## src/rtl/ahb_sync_sram_slave.sv

```systemverilog
// AHB-Lite slave in front of a synchronous single-port SRAM with 1-cycle read latency.
// Define AHB_SRAM_WBUF_EN to add a 1-entry write buffer; without it read-after-write costs one wait.
//
// state  | meaning
// OKAY   | normal response, zero wait
// ERR1   | first ERROR cycle, HREADYOUT low
// ERR2   | second ERROR cycle, HREADYOUT high
// RSTALL | read deferred one cycle behind a dphase write
module ahb_sync_sram_slave #(
    parameter int W_DATA   = 32,
    parameter int W_ADDR   = 32,
    parameter int DEPTH    = 2048,
    localparam int W_SRAM  = $clog2(DEPTH),
    localparam int W_BYTES = W_DATA / 8
) (
    input  logic               clk,
    input  logic               rst,
    input  logic               ahbls_hready,
    output logic               ahbls_hready_resp,
    output logic               ahbls_hresp,
    input  logic               ahbls_hsel,
    input  logic [W_ADDR-1:0]  ahbls_haddr,
    input  logic               ahbls_hwrite,
    input  logic [1:0]         ahbls_htrans,
    input  logic [2:0]         ahbls_hsize,
    input  logic [W_DATA-1:0]  ahbls_hwdata,
    output logic [W_DATA-1:0]  ahbls_hrdata,
    output logic [W_SRAM-1:0]  sram_addr,
    output logic               sram_ce,
    output logic               sram_we,
    output logic [W_BYTES-1:0] sram_wbe,
    output logic [W_DATA-1:0]  sram_wdata,
    input  logic [W_DATA-1:0]  sram_rdata
);

    typedef enum logic [1:0] {ST_OKAY, ST_ERR1, ST_ERR2, ST_RSTALL} state_t;

    state_t             state_q, state_d;
    logic               aph_accept, aph_legal, aph_read, aph_write, aph_err;
    logic [W_SRAM-1:0]  aph_word;
    logic [W_BYTES-1:0] aph_wbe;
    logic               rd_defer;
    logic               dph_write_q;
    logic [W_SRAM-1:0]  dph_addr_q;
    logic [W_BYTES-1:0] dph_wbe_q;

    // Address bits above the SRAM index alias; htrans[0] (SEQ vs NONSEQ) is irrelevant here.
    logic unused;
    assign unused = ^{ahbls_haddr[W_ADDR-1:W_SRAM+2], ahbls_htrans[0]};

    assign aph_word   = ahbls_haddr[W_SRAM+1:2];
    assign aph_accept = ahbls_hready && ahbls_hsel && ahbls_htrans[1];
    assign aph_read   = aph_accept && aph_legal && !ahbls_hwrite;
    assign aph_write  = aph_accept && aph_legal && ahbls_hwrite;
    assign aph_err    = aph_accept && !aph_legal;

    always_comb begin
        aph_legal = 1'b0;
        aph_wbe   = '0;
        case (ahbls_hsize)
            3'd0: begin
                aph_legal = 1'b1;
                aph_wbe   = W_BYTES'(1) << ahbls_haddr[1:0];
            end
            3'd1: begin
                aph_legal = !ahbls_haddr[0];
                aph_wbe   = W_BYTES'(3) << {ahbls_haddr[1], 1'b0};
            end
            3'd2: begin
                aph_legal = (ahbls_haddr[1:0] == 2'b00);
                aph_wbe   = '1;
            end
            default: ;
        endcase
    end

    always_ff @(posedge clk) begin
        if (rst) begin
            dph_write_q <= 1'b0;
            dph_addr_q  <= '0;
            dph_wbe_q   <= '0;
        end else if (ahbls_hready) begin
            dph_write_q <= aph_write;
            if (aph_read || aph_write) begin
                dph_addr_q <= aph_word;
                dph_wbe_q  <= aph_wbe;
            end
        end
    end

    always_ff @(posedge clk) begin
        if (rst) state_q <= ST_OKAY;
        else     state_q <= state_d;
    end

    always_comb begin
        state_d = state_q;
        case (state_q)
            ST_OKAY, ST_ERR2: begin
                if (aph_err)       state_d = ST_ERR1;
                else if (rd_defer) state_d = ST_RSTALL;
                else               state_d = ST_OKAY;
            end
            ST_ERR1:   state_d = ST_ERR2;
            ST_RSTALL: state_d = ST_OKAY;
            default:   state_d = ST_OKAY;
        endcase
    end

    always_comb begin
        ahbls_hready_resp = !(state_q == ST_ERR1 || state_q == ST_RSTALL);
        ahbls_hresp       = (state_q == ST_ERR1 || state_q == ST_ERR2);
    end

`ifdef AHB_SRAM_WBUF_EN
    logic               wbuf_valid_q;
    logic [W_SRAM-1:0]  wbuf_addr_q;
    logic [W_BYTES-1:0] wbuf_wbe_q;
    logic [W_DATA-1:0]  wbuf_data_q;
    logic               wr_bypass, wbuf_hit;

    assign rd_defer = 1'b0;
    // In back-to-back writes the port is free and the buffer already empty, so the
    // dphase data goes straight to SRAM; this keeps the buffer free for a following read.
    assign wr_bypass = dph_write_q && aph_write && !wbuf_valid_q;
    assign wbuf_hit  = wbuf_valid_q && (wbuf_addr_q == dph_addr_q);

    always_ff @(posedge clk) begin
        if (rst) begin
            wbuf_valid_q <= 1'b0;
            wbuf_addr_q  <= '0;
            wbuf_wbe_q   <= '0;
            wbuf_data_q  <= '0;
        end else if (dph_write_q && ahbls_hready && !wr_bypass) begin
            wbuf_valid_q <= 1'b1;
            wbuf_addr_q  <= dph_addr_q;
            wbuf_wbe_q   <= dph_wbe_q;
            wbuf_data_q  <= ahbls_hwdata;
        end else if (wbuf_valid_q && !aph_read) begin
            wbuf_valid_q <= 1'b0;
        end
    end

    always_comb begin
        sram_ce    = 1'b0;
        sram_we    = 1'b0;
        sram_wbe   = '0;
        sram_addr  = aph_word;
        sram_wdata = wbuf_data_q;
        if (aph_read) begin
            sram_ce = 1'b1;
        end else if (wr_bypass) begin
            sram_ce    = 1'b1;
            sram_we    = 1'b1;
            sram_wbe   = dph_wbe_q;
            sram_addr  = dph_addr_q;
            sram_wdata = ahbls_hwdata;
        end else if (wbuf_valid_q) begin
            sram_ce   = 1'b1;
            sram_we   = 1'b1;
            sram_wbe  = wbuf_wbe_q;
            sram_addr = wbuf_addr_q;
        end
        if (rst) begin
            sram_ce  = 1'b0;
            sram_we  = 1'b0;
            sram_wbe = '0;
        end
    end

    always_comb begin
        ahbls_hrdata = sram_rdata;
        for (int b = 0; b < W_BYTES; b++) begin
            if (wbuf_hit && wbuf_wbe_q[b]) ahbls_hrdata[8*b +: 8] = wbuf_data_q[8*b +: 8];
        end
    end
`else
    assign rd_defer     = aph_read && dph_write_q;
    assign ahbls_hrdata = sram_rdata;

    always_comb begin
        sram_ce    = 1'b0;
        sram_we    = 1'b0;
        sram_wbe   = '0;
        sram_addr  = aph_word;
        sram_wdata = ahbls_hwdata;
        if (dph_write_q) begin
            sram_ce   = 1'b1;
            sram_we   = 1'b1;
            sram_wbe  = dph_wbe_q;
            sram_addr = dph_addr_q;
        end else if (state_q == ST_RSTALL) begin
            sram_ce   = 1'b1;
            sram_addr = dph_addr_q;
        end else if (aph_read) begin
            sram_ce = 1'b1;
        end
        if (rst) begin
            sram_ce  = 1'b0;
            sram_we  = 1'b0;
            sram_wbe = '0;
        end
    end
`endif

endmodule

```

## config.mk

```make
export PLATFORM = sky130hd
export DESIGN_NAME = ahb_sync_sram_slave
export DESIGN_NICKNAME = d
export VERILOG_FILES = /design/src/rtl/ahb_sync_sram_slave.sv
export SDC_FILE = /design/constraint.sdc
export NUM_CORES = 1
export LEC_CHECK = 0
export CAP_MARGIN = 20
export CORE_AREA = 2 2 72 74
export CTS_BUF_LIST = sky130_fd_sc_hd__clkbuf_8
export DETAILED_ROUTE_END_ITERATION = 7
export DIE_AREA = 0 0 74 76
export DONT_BUFFER_PORTS = 1
export HOLD_SLACK_MARGIN = 0.02
export MAX_ROUTING_LAYER = met4
export PLACE_DENSITY = 0.44
export SYNTH_ARGS = -nofsm -noshare
export SYNTH_HDL_FRONTEND = slang
export SYNTH_SLANG_ARGS = --single-unit
```

## constraint.sdc

```tcl
create_clock -name clk -period 3 [get_ports clk]
set_input_delay 0.6 -clock clk [delete_from_list [all_inputs] [get_ports clk]]
set_output_delay 0.6 -clock clk [all_outputs]
set_load 0.1 [all_outputs]
```

==> flow_summary.yaml <==
layout:
  final_cell_mix: "18 x nor2_1, 18 x dfxtp_1, 15 x buf_12, 11 x mux2_2, 11 x mux2i_1"
  final_nets: 234
  area_delta_synth_final_pct: -3.404
  drive_gt1_share_pct: 33.06
  final_cells: 194
  diodes: 0
  nFillCells: 517
  utilization_pct: 28.91
  layout.cell_area.non_filler_um2: 1420
die:
  io_pins: 189
  core_um2: 4912
  die-area_um2: 5624
  num_rows: 26
  initial_core_util_pct: 29.93
  die-height_um: 76
  die_w_um: 74
min_path:
  holdCritPathClass: "in -> reg"
  hold_depth: 1
  hold_end: "dph_write_q$_SDFFE_PP0P_"
  hp-start: "rst"
sta:
  setup_ws_ns: 0.6915
  skew_ns: 0.0002822
  min_period_over_period_pct: 76.95
  min_period_ns: 2.309
  setup_viol_count_final: 0
  fin_hold_ws_ns: 0.4124
  timing.fmax_ghz: 0.4332
  slew_viol_final: 0
  rsz0062_at_grt: "no"
  hold_viol: 0
  max_slew.worst_pin.slew_ns: 0.8242
  relSlewSlack_pct: 44.99
  tns_ns: 0
synthesis:
  syn_area_um2: 1470
  ys_warn_count: 0
  ys_seq_elements: 18
  synth_area_per_cell_um2: 8.648
  yosysSeqAreaShare_pct: 24.51
  synthCells: 170
  synth.net_count: 278
  synthDistinctLibCells: 29
clocking:
  clk_pin_slew_ns: 0.07
  clockRootBuffer: "clkbuf_8"
  clk_latency_ns: 0.25
  cts_resized: 0
  cts.sinks: 18
  post_cts_buffers: 0
  clockBufferDepth: 2
  cts_buffers: 3
  htreeDepth: 1
  postCtsHoldBufs: 0
  cts_tree: "built"
pwr:
  p_leak_nw: 0.6151
  total_power_mw: 0.5538
  peakVddDrop_mv: 0.1354
  powerDensity_nw_per_um2: 390.0
drt:
  first_iter_violations: 8
  first_pass_iters: 3
  vias: 880
  vias_per_cell: 4.536
  totalWireLength_mm: 2.958
  drc: 0
  routedWlPerCell_um: 15.25
  ant_nets: 0
worst_setup_path:
  crit_type: "reg -> out"
  startpoint: "state_q[0]$_SDFF_PP0_"
  critPathLaunchType: "flop"
  cp-end-kind: "primary output"
  timing.critical_path.arrival_ns: 1.71
  critical_path_peak_fanout: 12
  r2r.worst_path.cells: 4
  worstPathRequired_ns: 2.40
  r2r-start: "state_q[1]$_SDFF_PP0_"
  rr_endpoint: "state_q[0]$_SDFF_PP0_"
  r2r_slack_ns: 1.93
job:
  max_cap_violations: 0
place:
  io_buffers: 0
  gp_congestion: 0.6785
  place_inst: 191
  hpwlAfterDp_mm: 2.291
  place_ws_ns: 0.8714
  post_dp_cell_area_um2: 1379
grt:
  grt_pass1_vias: 978
  grtUsageTotal_pct: 11.14
  grt_max_degree: 22
  grt_pass1_wl_mm: 4.809
  grt_overflow: 0
  antenna_found_initial: 0
outcome:
  status: "finished, final reports clean"
## critical path, stage by stage, from the launching register on
cell and delay, ns:
dfxtp_1 0.35, ha_1 0.23, nor2_1 0.09, buf_4 0.22
mux2_2 0.38, buf_12 0.17
## how the worst max path moves through the flow
stage	slack, ns	to	depth (start not counted)
2_1_floorplan	0.06	sram_wbe[0]	2
3_3_place_gp	0.87	sram_ce	5
3_5_place_dp	0.87	sram_ce	5
4_1_cts	0.66	sram_addr[1]	5
5_1_grt	0.57	sram_addr[4]	5
6_report	0.69	sram_addr[1]	5
## layer usage
metal	GRT usage (%)	wire length (um)
met5	-	0
met4	6.727	71
met3	5.820	406
met2	16.79	1463
met1	11.26	1017
## synth_stat cells
master | count | share of area (%)
nor3_2 | 1 | 0.68
nand3b_1 | 4 | 2.0
a211oi_1 | 1 | 0.51
nor4b_1 | 1 | 0.60
o21ai_1 | 3 | 1.0
buf_6 | 1 | 0.77
o21a_1 | 1 | 0.51
nand3_1 | 1 | 0.34
a2bb2oi_2 | 1 | 1.0
o21ai_4 | 1 | 1.1
ha_1 | 2 | 1.7
buf_2 | 1 | 0.34
a21oi_2 | 1 | 0.60
dfxtp_1 | 18 | 25
nor2_1 | 20 | 5.1
and2_1 | 4 | 1.7
buf_12 | 1 | 1.4
nor2b_1 | 3 | 1.3
buf_4 | 64 | 33
a21oi_1 | 1 | 0.34
o21ai_0 | 6 | 2.0
inv_1 | 5 | 1.3
mux2_2 | 11 | 8.4
and4b_1 | 1 | 0.68
clkbuf_1 | 2 | 0.51
nand2_1 | 2 | 0.51
a21boi_0 | 1 | 0.51
nor3_1 | 1 | 0.34
mux2i_1 | 11 | 7.5
## power breakdown
group	switching [mW]	leakage, nW	internal [mW]	total, mW
clock network	0.0798	0.0216	0.0891	0.169
logic	0.0913	0.448	0.0501	0.141
registers	0.00167	0.145	0.242	0.243
total	0.173	0.615	0.381	0.554
## state kept, by name, indices dropped and copies added, names as in the netlist
| register | count |
|---|---|
| state_q | 2 |
| dph_write_q | 1 |
| dph_addr_q | 11 |
| dph_wbe_q | 4 |
## kinds of logic (layout without fill, tap and decap cells)
kind of cell	count (synthesis)	in the layout	share of synthesized area, %
buffers and inverters	74	28	36.94
adders and majority gates	2	2	1.702
AOI/OAI and AO/OA	16	16	7.660
DFF	18	18	24.51
muxes	22	22	15.92
and+or+nand+nor	38	38	13.28
## layout make-up
| class | count | area, um^2 | area share (%) |
|---|---|---|---|
| inverter | 5 | 18.77 | 1.322 |
| tap | 70 | 87.58 | 6.167 |
| sequential | 18 | 360.3 | 25.37 |
| timing repair buffer | 20 | 337.8 | 23.79 |
| clock buffer | 3 | 41.29 | 2.907 |
| multi-input combinational | 78 | 574.3 | 40.44 |
Note: power is estimated with default switching activity, not from simulation.
